<file path="config.mk">
export PLATFORM = sky130hd
export DESIGN_NAME = timer_interrupts_flat
export DESIGN_NICKNAME = d
export VERILOG_FILES = /design/src/rtl/timer_interrupts_pkg.sv /design/src/rtl/timer_interrupts_if.sv /design/src/rtl/timer_interrupts_factor_flag.sv /design/src/rtl/timer_interrupts.sv /design/src/flat_wrapper.sv
export SDC_FILE = /design/constraint.sdc
export NUM_CORES = 1
export LEC_CHECK = 0
export ABC_CLOCK_PERIOD_IN_PS = 1830
export BUFFER_PORTS_ARGS = -buffer_cell sky130_fd_sc_hd__clkbuf_2
export CAP_MARGIN = 20
export CORE_MARGIN = 2
export CORE_UTILIZATION = 45
export DETAILED_ROUTE_END_ITERATION = 8
export PLACE_DENSITY = 0.89
export SYNTH_ARGS = -nofsm -noshare
export SYNTH_HDL_FRONTEND = slang
export SYNTH_SLANG_ARGS = --single-unit
</file>
<file path="constraint.sdc">
create_clock -name clk -period 1.83 [get_ports clk]
set_clock_uncertainty 0.2 [all_clocks]
set_input_delay 0.183 -clock clk [delete_from_list [all_inputs] [get_ports clk]]
set_output_delay 0.183 -clock clk [all_outputs]
set_load 0.03 [all_outputs]
</file>
<file path="src/rtl/timer_interrupts_pkg.sv">
// ----------------------------------------------------------------------------
// timer_irq_pkg
// Shared constants for the timer/stopwatch interrupt block.
//   - Bit positions of each factor flag inside clock_factor / sw_factor.
//   - Widths of the factor groups and of the enable mask.
//   - bcd_wrap(): detects a BCD digit rolling over from 9 to 0.
// No ports (package).
// ----------------------------------------------------------------------------
package timer_irq_pkg;

    // Clock factor bit positions: clock_factor = {IT1, IT2, IT8, IT32}
    localparam int unsigned IT32 = 0;
    localparam int unsigned IT8  = 1;
    localparam int unsigned IT2  = 2;
    localparam int unsigned IT1  = 3;

    // Stopwatch factor bit positions: sw_factor = {ISW1, ISW0}
    localparam int unsigned ISW0 = 0;
    localparam int unsigned ISW1 = 1;

    // Field widths
    localparam int unsigned ClockFactorW = 4;
    localparam int unsigned SwFactorW    = 2;
    localparam int unsigned MaskW        = ClockFactorW + SwFactorW;
    localparam int unsigned ReadDataW    = ClockFactorW;
    localparam int unsigned BcdW         = 4;

    localparam logic [BcdW-1:0] BcdNine = 4'd9;
    localparam logic [BcdW-1:0] BcdZero = 4'd0;

    // True when a BCD digit has just rolled over from 9 to 0.
    function automatic logic bcd_wrap(input logic [BcdW-1:0] prev,
                                      input logic [BcdW-1:0] cur);
        return (prev == BcdNine) && (cur == BcdZero);
    endfunction

endpackage

</file>
<file path="src/rtl/timer_interrupts_if.sv">
// ----------------------------------------------------------------------------
// timer_interrupts_if
// CPU-side register bus of the timer interrupt block.
//   read_clock_factor : CPU -> block, single-cycle read/clear of clock flags
//   read_sw_factor    : CPU -> block, single-cycle read/clear of stopwatch flags
//   write_mask        : CPU -> block, mask write strobe
//   mask_data [5:0]   : CPU -> block, mask write data ([3:0] clock, [5:4] sw)
//   clock_factor [3:0]: block -> CPU, {IT1, IT2, IT8, IT32} sticky flags
//   sw_factor [1:0]   : block -> CPU, {ISW1, ISW0} sticky flags
//   mask [5:0]        : block -> CPU, current enable mask
//   read_data [3:0]   : block -> CPU, registered factor read result
//   irq               : block -> CPU, registered interrupt request
// Modports: master (CPU), slave (timer_interrupts).
// ----------------------------------------------------------------------------
interface timer_interrupts_if;
    import timer_irq_pkg::*;

    logic                    read_clock_factor;
    logic                    read_sw_factor;
    logic                    write_mask;
    logic [MaskW-1:0]        mask_data;
    logic [ClockFactorW-1:0] clock_factor;
    logic [SwFactorW-1:0]    sw_factor;
    logic [MaskW-1:0]        mask;
    logic [ReadDataW-1:0]    read_data;
    logic                    irq;

    modport master (
        output read_clock_factor,
        output read_sw_factor,
        output write_mask,
        output mask_data,
        input  clock_factor,
        input  sw_factor,
        input  mask,
        input  read_data,
        input  irq
    );

    modport slave (
        input  read_clock_factor,
        input  read_sw_factor,
        input  write_mask,
        input  mask_data,
        output clock_factor,
        output sw_factor,
        output mask,
        output read_data,
        output irq
    );

endinterface

</file>
<file path="src/rtl/timer_interrupts_factor_flag.sv">
// ----------------------------------------------------------------------------
// factor_flag
// One sticky interrupt factor: set by a single-cycle event, cleared by a
// CPU read strobe. When set and clear coincide, set wins so no event is lost.
// Ports:
//   clk     : clock
//   reset_n : synchronous active-low reset (flag -> 0)
//   set     : event pulse, flag reads 1 from the next cycle
//   clr     : read strobe, flag reads 0 from the next cycle unless set
//   flag    : registered flag value
// ----------------------------------------------------------------------------
module factor_flag (
    input  logic clk,
    input  logic reset_n,
    input  logic set,
    input  logic clr,
    output logic flag
);

    logic flag_d, flag_q;

    always_comb begin
        flag_d = flag_q;
        if (clr) begin
            flag_d = 1'b0;
        end
        // Set is evaluated last so it overrides a coincident clear.
        if (set) begin
            flag_d = 1'b1;
        end
    end

    always_ff @(posedge clk) begin
        if (!reset_n) begin
            flag_q <= 1'b0;
        end else begin
            flag_q <= flag_d;
        end
    end

    assign flag = flag_q;

endmodule

</file>
<file path="src/rtl/timer_interrupts.sv">
// ----------------------------------------------------------------------------
// timer_interrupts
// Collects interrupt factors from the divided clock timers (falling edges of
// the 32/8/2/1 Hz levels) and, optionally, from the stopwatch (BCD digit
// rollover 9 -> 0). Each factor is a sticky flag cleared by a CPU read; the
// masked OR of the flags drives a registered irq.
//
// Configuration macro: STOPWATCH_IRQ_EN
//   defined   : stopwatch flags, mask[5:4] and read_sw_factor are live.
//   undefined : sw_factor = 0, mask[5:4] = 0, stopwatch inputs ignored,
//               read_sw_factor returns 0 in read_data.
//
// Ports:
//   clk               : single clock
//   reset_n           : synchronous active-low reset
//   timer_32hz/8hz/2hz/1hz : divided clock-timer levels
//   reset_clock_timer : clock-timer reset strobe, suppresses edge detection
//   stopwatch_swl     : stopwatch 1/100 s BCD digit
//   stopwatch_swh     : stopwatch 1/10 s BCD digit
//   bus               : CPU register bus (timer_interrupts_if.slave)
// ----------------------------------------------------------------------------
module timer_interrupts
    import timer_irq_pkg::*;
(
    input  logic            clk,
    input  logic            reset_n,
    input  logic            timer_32hz,
    input  logic            timer_8hz,
    input  logic            timer_2hz,
    input  logic            timer_1hz,
    input  logic            reset_clock_timer,
    input  logic [BcdW-1:0] stopwatch_swl,
    input  logic [BcdW-1:0] stopwatch_swh,
    timer_interrupts_if.slave bus
);

    // ------------------------------------------------------------------------
    // Clock-timer edge detection
    // ------------------------------------------------------------------------
    logic [ClockFactorW-1:0] timer_now;
    logic [ClockFactorW-1:0] timer_q;
    logic                    rct_q;
    logic                    suppress;
    logic [ClockFactorW-1:0] clk_edge;
    logic [ClockFactorW-1:0] clock_factor;

    always_comb begin
        timer_now       = '0;
        timer_now[IT32] = timer_32hz;
        timer_now[IT8]  = timer_8hz;
        timer_now[IT2]  = timer_2hz;
        timer_now[IT1]  = timer_1hz;
    end

    // The timer dividers are being reset: their outputs may drop for reasons
    // that are not real ticks, so ignore edges now and for one cycle after.
    assign suppress = reset_clock_timer | rct_q;
    assign clk_edge = timer_q & ~timer_now & {ClockFactorW{~suppress}};

    for (genvar i = 0; i < ClockFactorW; i++) begin : g_clk_flag
        factor_flag u_flag (
            .clk     (clk),
            .reset_n (reset_n),
            .set     (clk_edge[i]),
            .clr     (bus.read_clock_factor),
            .flag    (clock_factor[i])
        );
    end

    // ------------------------------------------------------------------------
    // Stopwatch rollover flags and mask write data
    // ------------------------------------------------------------------------
    logic [SwFactorW-1:0] sw_factor;
    logic [MaskW-1:0]     mask_wr_data;

`ifdef STOPWATCH_IRQ_EN
    logic [BcdW-1:0]      swl_q, swh_q;
    logic [SwFactorW-1:0] sw_wrap;

    always_comb begin
        sw_wrap       = '0;
        sw_wrap[ISW0] = bcd_wrap(swl_q, stopwatch_swl);
        sw_wrap[ISW1] = bcd_wrap(swh_q, stopwatch_swh);
    end

    // History loads the live digits in reset so no rollover is seen at exit.
    always_ff @(posedge clk) begin
        swl_q <= stopwatch_swl;
        swh_q <= stopwatch_swh;
    end

    for (genvar i = 0; i < SwFactorW; i++) begin : g_sw_flag
        factor_flag u_flag (
            .clk     (clk),
            .reset_n (reset_n),
            .set     (sw_wrap[i]),
            .clr     (bus.read_sw_factor),
            .flag    (sw_factor[i])
        );
    end

    assign mask_wr_data = bus.mask_data;
`else
    logic unused_sw;

    assign unused_sw    = ^{stopwatch_swl, stopwatch_swh,
                            bus.mask_data[MaskW-1:ClockFactorW]};
    assign sw_factor    = '0;
    assign mask_wr_data = {{SwFactorW{1'b0}}, bus.mask_data[ClockFactorW-1:0]};
`endif

    // ------------------------------------------------------------------------
    // Mask, read data and irq registers
    // ------------------------------------------------------------------------
    logic [MaskW-1:0]     mask_d, mask_q;
    logic [ReadDataW-1:0] read_data_d, read_data_q;
    logic                 irq_d, irq_q;

    always_comb begin
        mask_d = mask_q;
        if (bus.write_mask) begin
            mask_d = mask_wr_data;
        end
    end

    // Flags are sampled before the coincident clear lands, so the CPU sees
    // every factor that was pending. Clock group wins on a double read.
    always_comb begin
        read_data_d = read_data_q;
        if (bus.read_clock_factor) begin
            read_data_d = clock_factor;
        end else if (bus.read_sw_factor) begin
            read_data_d = {{(ReadDataW - SwFactorW){1'b0}}, sw_factor};
        end
    end

    assign irq_d = |({sw_factor, clock_factor} & mask_q);

    always_ff @(posedge clk) begin
        if (!reset_n) begin
            timer_q     <= timer_now;
            rct_q       <= 1'b0;
            mask_q      <= '0;
            read_data_q <= '0;
            irq_q       <= 1'b0;
        end else begin
            timer_q     <= timer_now;
            rct_q       <= reset_clock_timer;
            mask_q      <= mask_d;
            read_data_q <= read_data_d;
            irq_q       <= irq_d;
        end
    end

    assign bus.clock_factor = clock_factor;
    assign bus.sw_factor    = sw_factor;
    assign bus.mask         = mask_q;
    assign bus.read_data    = read_data_q;
    assign bus.irq          = irq_q;

endmodule

</file>
<file path="src/flat_wrapper.sv">
// flat-port wrapper written by rule: the top's interface ports become plain ports
module timer_interrupts_flat import timer_irq_pkg::*;
  (clk, reset_n, timer_32hz, timer_8hz, timer_2hz, timer_1hz, reset_clock_timer, stopwatch_swl, stopwatch_swh, bus_read_clock_factor, bus_read_sw_factor, bus_write_mask, bus_mask_data, bus_clock_factor, bus_sw_factor, bus_mask, bus_read_data, bus_irq);
  timer_interrupts_if bus_i ();
  input  logic clk;
  input  logic reset_n;
  input  logic timer_32hz;
  input  logic timer_8hz;
  input  logic timer_2hz;
  input  logic timer_1hz;
  input  logic reset_clock_timer;
  input  logic [BcdW-1:0] stopwatch_swl;
  input  logic [BcdW-1:0] stopwatch_swh;
  input wire logic [$bits(bus_i.read_clock_factor)-1:0] bus_read_clock_factor;
  input wire logic [$bits(bus_i.read_sw_factor)-1:0] bus_read_sw_factor;
  input wire logic [$bits(bus_i.write_mask)-1:0] bus_write_mask;
  input wire logic [$bits(bus_i.mask_data)-1:0] bus_mask_data;
  output wire logic [$bits(bus_i.clock_factor)-1:0] bus_clock_factor;
  output wire logic [$bits(bus_i.sw_factor)-1:0] bus_sw_factor;
  output wire logic [$bits(bus_i.mask)-1:0] bus_mask;
  output wire logic [$bits(bus_i.read_data)-1:0] bus_read_data;
  output wire logic [$bits(bus_i.irq)-1:0] bus_irq;
  assign bus_i.read_clock_factor = bus_read_clock_factor;
  assign bus_i.read_sw_factor = bus_read_sw_factor;
  assign bus_i.write_mask = bus_write_mask;
  assign bus_i.mask_data = bus_mask_data;
  assign bus_clock_factor = bus_i.clock_factor;
  assign bus_sw_factor = bus_i.sw_factor;
  assign bus_mask = bus_i.mask;
  assign bus_read_data = bus_i.read_data;
  assign bus_irq = bus_i.irq;
  timer_interrupts u_core (.clk(clk), .reset_n(reset_n), .timer_32hz(timer_32hz), .timer_8hz(timer_8hz), .timer_2hz(timer_2hz), .timer_1hz(timer_1hz), .reset_clock_timer(reset_clock_timer), .stopwatch_swl(stopwatch_swl), .stopwatch_swh(stopwatch_swh), .bus(bus_i));
endmodule
</file>
== Yosys cells after proc, flatten, opt, wreduce, memory -nomap -nowiden ==
Index checks and enable logic that the tools add are counted.

* Output and inout bits: 17
* Flip-flop bits (word level): 18
* Logic and storage cells: 28

* Mux-type cells: 7
* Reductions and logical operators: 6
* Bitwise operators: 6

{| class="wikitable"
|+ Operators by type and width
! kind !! count
|-
| 4-bit AND || 3
|-
| 2-bit nonzero test || 5
|-
| 4-bit two-way mux || 2
|-
| 6-bit OR reduction || 1
|-
| 1-bit two-way mux || 5
|-
| 4-bit inverter || 1
|-
| 1-bit inverter || 1
|-
| 1-bit OR || 1
|}

== Depth between registers and ports, before layout ==
Gate-level depths: netlist of run 1.

* Depth after elaboration: 4
* Depth in mapped cells: 3
* Mapped depth without buffers: 2

== Hierarchy ==
A second synthesis of run 1 with hierarchy kept.

* Cells, all modules: 60
* Area, all modules: 704.4 um2

{| class="wikitable"
|+ By module, submodules not included
! module !! cells an instance !! instances !! sequential area each (um2) !! area an instance (um2)
|-
| timer_interrupts || 48 || 1 || 280.3 || 539.3
|-
| factor_flag || 3 || 4 || 20.0 || 41.3
|}

== Least setup slack after synthesis of run 1 ==
No wires, ideal clock.

* Path kind: reg2reg
* Start point: reg, netlist name u_core.bus.read_data[0]
* End point: reg u_core.read_data_q[0] (netlist: u_core.bus.read_data[0])
* Data required time: 1.560 ns
* Path slack: 0.495 ns
* Buffers on the path: 0
* Period minus slack after synthesis: 1.335 ns
* Arrival time: 1.065 ns
* Stages on the path, launching flop included: 3
* Path through: dfxtp_1 or3b_2 a21boi_1

{| class="wikitable"
|+ RTL lines
! what !! RTL line !! text
|-
| end signal: assignment || timer_interrupts.sv:150 || <nowiki>read_data_q <= read_data_d;</nowiki>
|-
| end: declaration || timer_interrupts.sv:116 || <nowiki>logic [ReadDataW-1:0] read_data_d, read_data_q;</nowiki>
|}

== Final worst setup path of run 1 ==
* Start point: in bus_read_sw_factor
* End point: reg u_core.read_data_q[0] (netlist: u_core.bus.read_data[0])

* Longest elaborated chain between the ends: 1

{| class="wikitable"
|+ Ends and longest elaborated chain
! what !! RTL line !! text
|-
| start: declaration || flat_wrapper.sv:15 || <nowiki>input wire logic [$bits(bus_i.read_sw_factor)-1:0] bus_read_sw_factor;</nowiki>
|-
| 2-bit nonzero test (no line) || -- ||
|}

Every way passes these cells.
A chain may end at the register's enable or synchronous reset.

==> results.md, run 1 <==
- Crit path max-delay cell type: dlygate4sd3_1
- RSZ-0062 raised after global routing: no
- Residual DRC: 0
- DP Area: approximately 800 um2
- Antenna violations before repair: 0
- Worst setup SP type: input pin
- Data required, critical path: between 1.5 and 2 ns
- Max Freq: about 720 MHz
- Yosys warnings: 0
- Worst Path Arrival: ~1.4 ns
- Fin util: 0.6146
- Clock Sinks: 18
- Post-synthesis sequential area ratio: 0.5000
- Busiest grt layer: met2
- Die X: around 44 um
- Post-Syn Area: roughly 720 um2
- Met2 Usage GRT: 0.2471
- Final instance area: a little over 900 um2
- Final nets: around 120
- GR met3 Demand/Resource: 0.06122
- CP Cell Sequence: dlygate4sd3_1, clkbuf_2, or3b_2, a21boi_1
- Hold path cells: 3
- Die Area: about 0.0019 mm2
- Initial Utilization: 0.4784
- Cells on worst reg2reg path: 2
- HPWL after detailed placement: 882.3 um
- First-pass GRT wire length: 2.132 mm
- Core ar.: 0.001506 mm2
- Worst Slack Setup Final: ~0.44 ns
- Place WS: slightly below 0.6 ns
- Pwr Density: about 760 mW/mm2
- WS Path Type: input pin to register
- Port bufs: 26
- Setup tns final: 0 ns
- H-tree depth: 1
- Status: finished, final reports clean
- Antenna diode count: 0
- Worst hold path type: input pin to register
- Gate Count Post-Synth: 66
- I/O Pins: between 40 and 50
- DR vias: 542
- Clk slew on worst S/H paths: ~0.090 ns
- Commonest non-fill, non-tap cell in the layout: clkbuf_2
- # rows: 14
- Clock Latency Late Sink: about 0.28 ns
- Die Ht: roughly 44 um
- Largest net degree at the start of global routing: 15
- Pleak: 0.4197 nW
- Final setup viols: 0
- Max-cap check violation count: 0
- Clock root buffer: clkbuf_4
- Share of layout cells above drive strength 1: 0.3608
- DR pass1 iterations: 3
- Area growth syn-to-layout: 28.47%
- Total detailed-routing wirelength: around 1.3 mm
- # Post-CTS Setup Buffers: 0
- Clock Path Buffers: 2
- Slew Limit Fails: 0
- Post-layout min period: 1.393 ns
- Average size of a mapped cell: 10.92 um2
- CP peak stage delay: around 0.53 ns
- Total GRT Usage: 0.1552
- Period utilization: 0.7611
- Vias in the first global route: slightly below 500
- Iter 0 DRT Violations: 11
- Wire length per cell: between 10 and 15 um
- Critical Path Fanout Max: 4
- Cell variety after synth: 18
- Final hold vios: 0
- Inserted Clock Buffers: 3
- Fill cell count: 128
- Met1 Use GR: 0.1830
- Total gr overflow: 0
- Gpl congestion: ~0.71
- Vias per cell: 4.796
- TritonCTS clock tree: yes
- Crit. End Element: register
- Total power: 0.7039 mW
- Worst vdd ir: 0.4489 mV
- Seq cells post-synth: 18
- Commonest non-fill, non-tap cells in the layout: clkbuf_2 (26), dfxtp_1 (18), dlygate4sd3_1 (10)
- Routed Antenna Nets: 0
[worst paths after layout]
path / slack (ns) / from / endpoint
worst min register to register: 0.31 / u_core.g_clk_flag[2].u_flag.flag / u_core.bus.read_data[2]
worst max register to register: 0.65 / u_core.bus.read_data[0] / u_core.bus.read_data[0]
worst max-delay path: 0.44 / bus_read_sw_factor / u_core.bus.read_data[0]
worst min-delay path: 0.04 / bus_read_clock_factor / u_core.bus.read_data[1]
[cell families after synthesis]
group	share of synthesized area
DFF	0.5000
buffers and inverters	0.1094
muxes	0.05556
other	0.005203
and+or+nand+nor	0.2101
AOI/OAI and AO/OA	0.1198
[cells in the mapped netlist]
cell type  instances  area share
dfxtp_1           18        0.50
buf_4              8       0.083
and2b_2            4       0.049
mux2i_1            4       0.056
nand2_1            4       0.021
nor2b_1            4       0.035
nor4b_1            4       0.049
o21a_1             4       0.042
or3b_1             3       0.036
a21boi_0           2       0.021
a21boi_1           2       0.021
a22oi_1            2       0.021
clkbuf_1           2       0.010
a21boi_2           1       0.016
and2_1             1      0.0087
buf_6              1       0.016
conb_1             1      0.0052
or3b_2             1       0.012
[final cells by class]
cell class                 instances  area (um2)  area share
multi-input combinational         40       292.8      0.3162
clock buffer                       3       22.52     0.02432
tap                               16       20.02     0.02162
timing repair buffer              36       230.2      0.2486
sequential                        18       360.3      0.3892
[layer usage]
layer | vias to the layer above | wire length (um)
li1 | 273 | -
met4 | 0 | 26
met2 | 21 | 624
met5 | - | 0
met3 | 4 | 76
met1 | 244 | 616
[where the power goes]
group	internal (mW)	leakage (nW)	switching (mW)
Clock	0.0765	0.0138	0.106
Combinational	0.0461	0.258	0.0578
Sequential	0.407	0.148	0.00991
[stage by stage]
stage	hold slack (ns)	instances
CTS	0.03545	113
global placement	0.1028	100
floorplan	0.01072	69
global route	0.05901	113
finish	0.03904	113
detailed placement	0.1057	100
[critical path, delay by kind of cell]
family / cells / cell delay (ns)
AO/OA/AOI/OAI: 1 / 0.15
buffers and inverters: 2 / 0.65
AND/OR/NAND/NOR: 1 / 0.43
[state kept, by name, summed over array words and instances (netlist names)]
| signal | flops |
|---|---|
| u_core.bus.irq | 1 |
| u_core.bus.mask | 4 |
| u_core.bus.read_data | 4 |
| u_core.g_clk_flag.u_flag.flag | 4 |
| u_core.rct_q | 1 |
| u_core.timer_q | 4 |
[timing repair]
action                                 CTS  global route
hold buffers                            10             0
endpoints found under the hold margin   11             0
resized for setup                        0             0
No activity file was read; power rests on OpenSTA's default activity.
==> run 2, diff against run 1 <==
Settings changed: ABC_AREA from default to 1, ABC_CLOCK_PERIOD_IN_PS 1830 to 1300, CORE_UTILIZATION 45 to 40, PLACE_DENSITY 0.89 to 0.82.
Clock period 1.83 ns to 1.3 ns, I/O delays scaled along.
==> results.md, run 2 <==
- Status: finished, final reports clean
- Clock Path Buffers: 2 (unchanged)
- Total detailed-routing wirelength: 1.504 mm (+12%)
- Total power: 1.086 mW (+54%)
- Worst R2R Setup Slack: 0.30 ns (-0.35 ns)
- Seq pwr share: 0.543 (-0.049)
- Vias in the first global route: 611 (+24%)
- Die X: 44.72 um (+1.6%)
- Part of the power in combinational logic: 0.147 (about the same)
- HP Start: u_core.bus.read_data[1]
- CP peak stage delay: 0.41 ns (-0.12 ns)
- DR vias: 655 (+21%)
- Total gr overflow: 0 (unchanged)
- Final hold vios: 0 (unchanged)
- Antenna violations before repair: 0 (unchanged)
- TritonCTS clock tree: yes
- Area leader, netlist: dfxtp_1
- Initial Utilization: 0.4351 (-0.04327)
- Share of layout cells above drive strength 1: 0.2581 (-0.1028)
- CP Cell Sequence: buf_2
- Crit path max-delay cell type: dfxtp_1
- Worst hold path type: register to register
- Clock root buffer: clkbuf_4
- # Post-CTS Setup Buffers: 0 (unchanged)
- Inserted Clock Buffers: 3 (unchanged)
- Largest net degree at the start of global routing: 11 (-4)
- Post-layout min period: 1.256 ns
- FF-to-FF End: u_core.g_clk_flag[1].u_flag.flag
- I/O Pins: 41 (unchanged)
- RSZ-0062 raised after global routing: no
- Hold-critical path endpoint: u_core.bus.read_data[1]
- Seq cells post-synth: 18 (unchanged)
- First-pass GRT wire length: 2.484 mm (+17%)
- Top_reg_cell synth: dfxtp_1
- Max-cap check violation count: 0 (unchanged)
- Synth cell count leaders: nand2_1 (23), dfxtp_1 (18), nor2_1 (15)
- Antenna diode count: 0 (unchanged)
- Crit. End Element: output pin
- Switch share: 0.2556 (+0.008044)
- Vias per cell: 4.679 (-2.5%)
- DR pass1 iterations: 4 (+1)
- Wire length per cell: 10.74 um (-9.7%)
- Routed Antenna Nets: 0 (unchanged)
- Max Freq: approximately 800 MHz
- Post-synthesis sequential area ratio: 0.5434 (+0.04340)
- Core ar.: 0.001524 mm2 (+1.2%)
- Residual DRC: 0 (unchanged)
- Internal: 0.8086 mW (+53%)
- H-tree depth: 1 (unchanged)
- Setup crit start: u_core.g_clk_flag[1].u_flag.flag
- Die Area: 0.001999 mm2 (+3.2%)
- Pwr Density: 1167 mW/mm2 (+53%)
- Cell variety after synth: 10 (-8)
- Die Ht: 44.72 um (+1.6%)
- Slew Limit Fails: 0 (unchanged)
- Synth top area share: 0.5434 (+0.04340)
- Pleak: 0.4689 nW (+12%)
- Total GRT Usage: 0.1711 (+0.01598)
- Iter 0 DRT Violations: 12 (+1)
- Post-Syn Area: 663.1 um2 (-8.0%)
- Data required, critical path: 0.97 ns (-0.88 ns)
- Gate Count Post-Synth: 86 (+30%)
- # rows: 14 (unchanged)
- Setup tns final: 0 ns (unchanged)
- Crit-path leading delay family: flip-flops
- Yosys warnings: 0 (unchanged)
- Synth top area cells: dfxtp_1 (54%), nand2_1 (13%), buf_4 (9.1%), nor2_1 (8.5%), a21oi_1 (6.0%)
- Critical Path Fanout Max: 4 (unchanged)
- Net switching power: 0.2776 mW (+59%)
- Cells on worst reg2reg path: 3 (+1)
- Most frequent cell after synthesis: nand2_1
- CP bufs+invs: 1 (-1)
- Final setup viols: 0 (unchanged)
- Clock Sinks: 18 (unchanged)
- Clock Power Share: 0.311 (+0.051)
- Worst Slack Setup Final: 0.04444 ns (-0.3927 ns)
- Average size of a mapped cell: 7.711 um2 (-29%)
- Worst Path Arrival: 0.93 ns (-0.49 ns)
- Final nets: 149 (+21%)
- Area growth syn-to-layout: 40.38%
- Period utilization: 0.9658
- Port bufs: 26 (unchanged)
- Place WS: 0.3238 ns (-0.2658 ns)
- Clk slew on worst S/H paths: 0.09 ns (about the same)
- Worst r2r src: u_core.rct_q
- Commonest non-fill, non-tap cells in the layout: clkbuf_2 (25), nand2_1 (23), dfxtp_1 (18), nor2_1 (15), dlygate4sd3_1 (13)
- Async SR Flop Fraction: 0 (unchanged)
- Hold path cells: 2 (-1)
- Worst vdd ir: 0.7145 mV (+59%)
- Gpl congestion: 0.7338 (+3.7%)
- Commonest non-fill, non-tap cell in the layout: clkbuf_2
- Post-synth EDFFs: 0 (unchanged)
- WS Path Type: register to output pin
- HPWL after detailed placement: 976.5 um (+11%)
- Clock Latency Late Sink: 0.29 ns (about the same)
- Worst setup SP type: register
run 2: cell count changes in the layout (fill, tap and decap cells not counted), moves of 7 or more:
| cell | before | now |
|---|---|---|
| inv_1 | 0 | 7 |
| a21oi_1 | 0 | 8 |
| nand2_1 | 4 | 23 |
| nor2_1 | 0 | 15 |
run 2: how the worst max path moves through the flow:
stage	endpoint	slack, ns	cells past startpoint
3_3_place_gp	u_core.g_clk_flag[0].u_flag.flag	0.36	3
5_1_grt	bus_clock_factor[1]	0.009	1
6_report	bus_clock_factor[1]	0.04	1
4_1_cts	bus_clock_factor[1]	0.02	1
2_1_floorplan	u_core.bus.irq	0.30	4
3_5_place_dp	u_core.g_clk_flag[1].u_flag.flag	0.32	3
run 2: per-layer routing:
layer / global-route usage / wire length [um]
met1: 0.2015 / 610
met2: 0.3072 / 783
met3: 0.02400 / 93
met4: 0.07273 / 17
met5: 0 / 0
run 2: area by class of cell:
class,count,area [um2]
clock buffers,4,36.28
fillers,143,593.1
inverters,8,30.03
multi-input cells,55,224.0
flip-flops and latches,18,360.3
well taps,16,20.02
repair buffers,39,260.3
run 2: power by group through the flow:
stage / clock network [mW] / registers, mW / logic (mW)
2_1_floorplan: 0 / 0.620 / 0.0720
3_3_place_gp: 0 / 0.601 / 0.123
3_5_place_dp: 0 / 0.602 / 0.126
4_1_cts: 0.344 / 0.589 / 0.157
5_1_grt: 0.368 / 0.592 / 0.175
6_report: 0.337 / 0.590 / 0.159
run 2: per-stage QoR:
stage	instances	instance area [um2]	hold WS, ns	util
3_3_place_gp	123	764.5	0.04892	0.5016
2_1_floorplan	89	674.4	-0.04228	-
5_1_grt	140	930.9	0.2995	0.6108
4_1_cts	140	930.9	0.2685	0.6108
3_5_place_dp	123	764.5	0.05060	0.5016
6_report	140	930.9	0.2633	0.6108
run 2: cell families after synthesis:
logic type,synth area share
buf+inv,0.1359
other cells,0.005655
simple gates,0.2245
compound gates,0.09057
flops,0.5434
run 2: what timing repair did:
item | CTS | global route
endpoints found under the hold margin | 17 | 0
hold buffers | 13 | 0
gates resized for setup | 0 | 1
endpoints found under the setup margin | 0 | 1
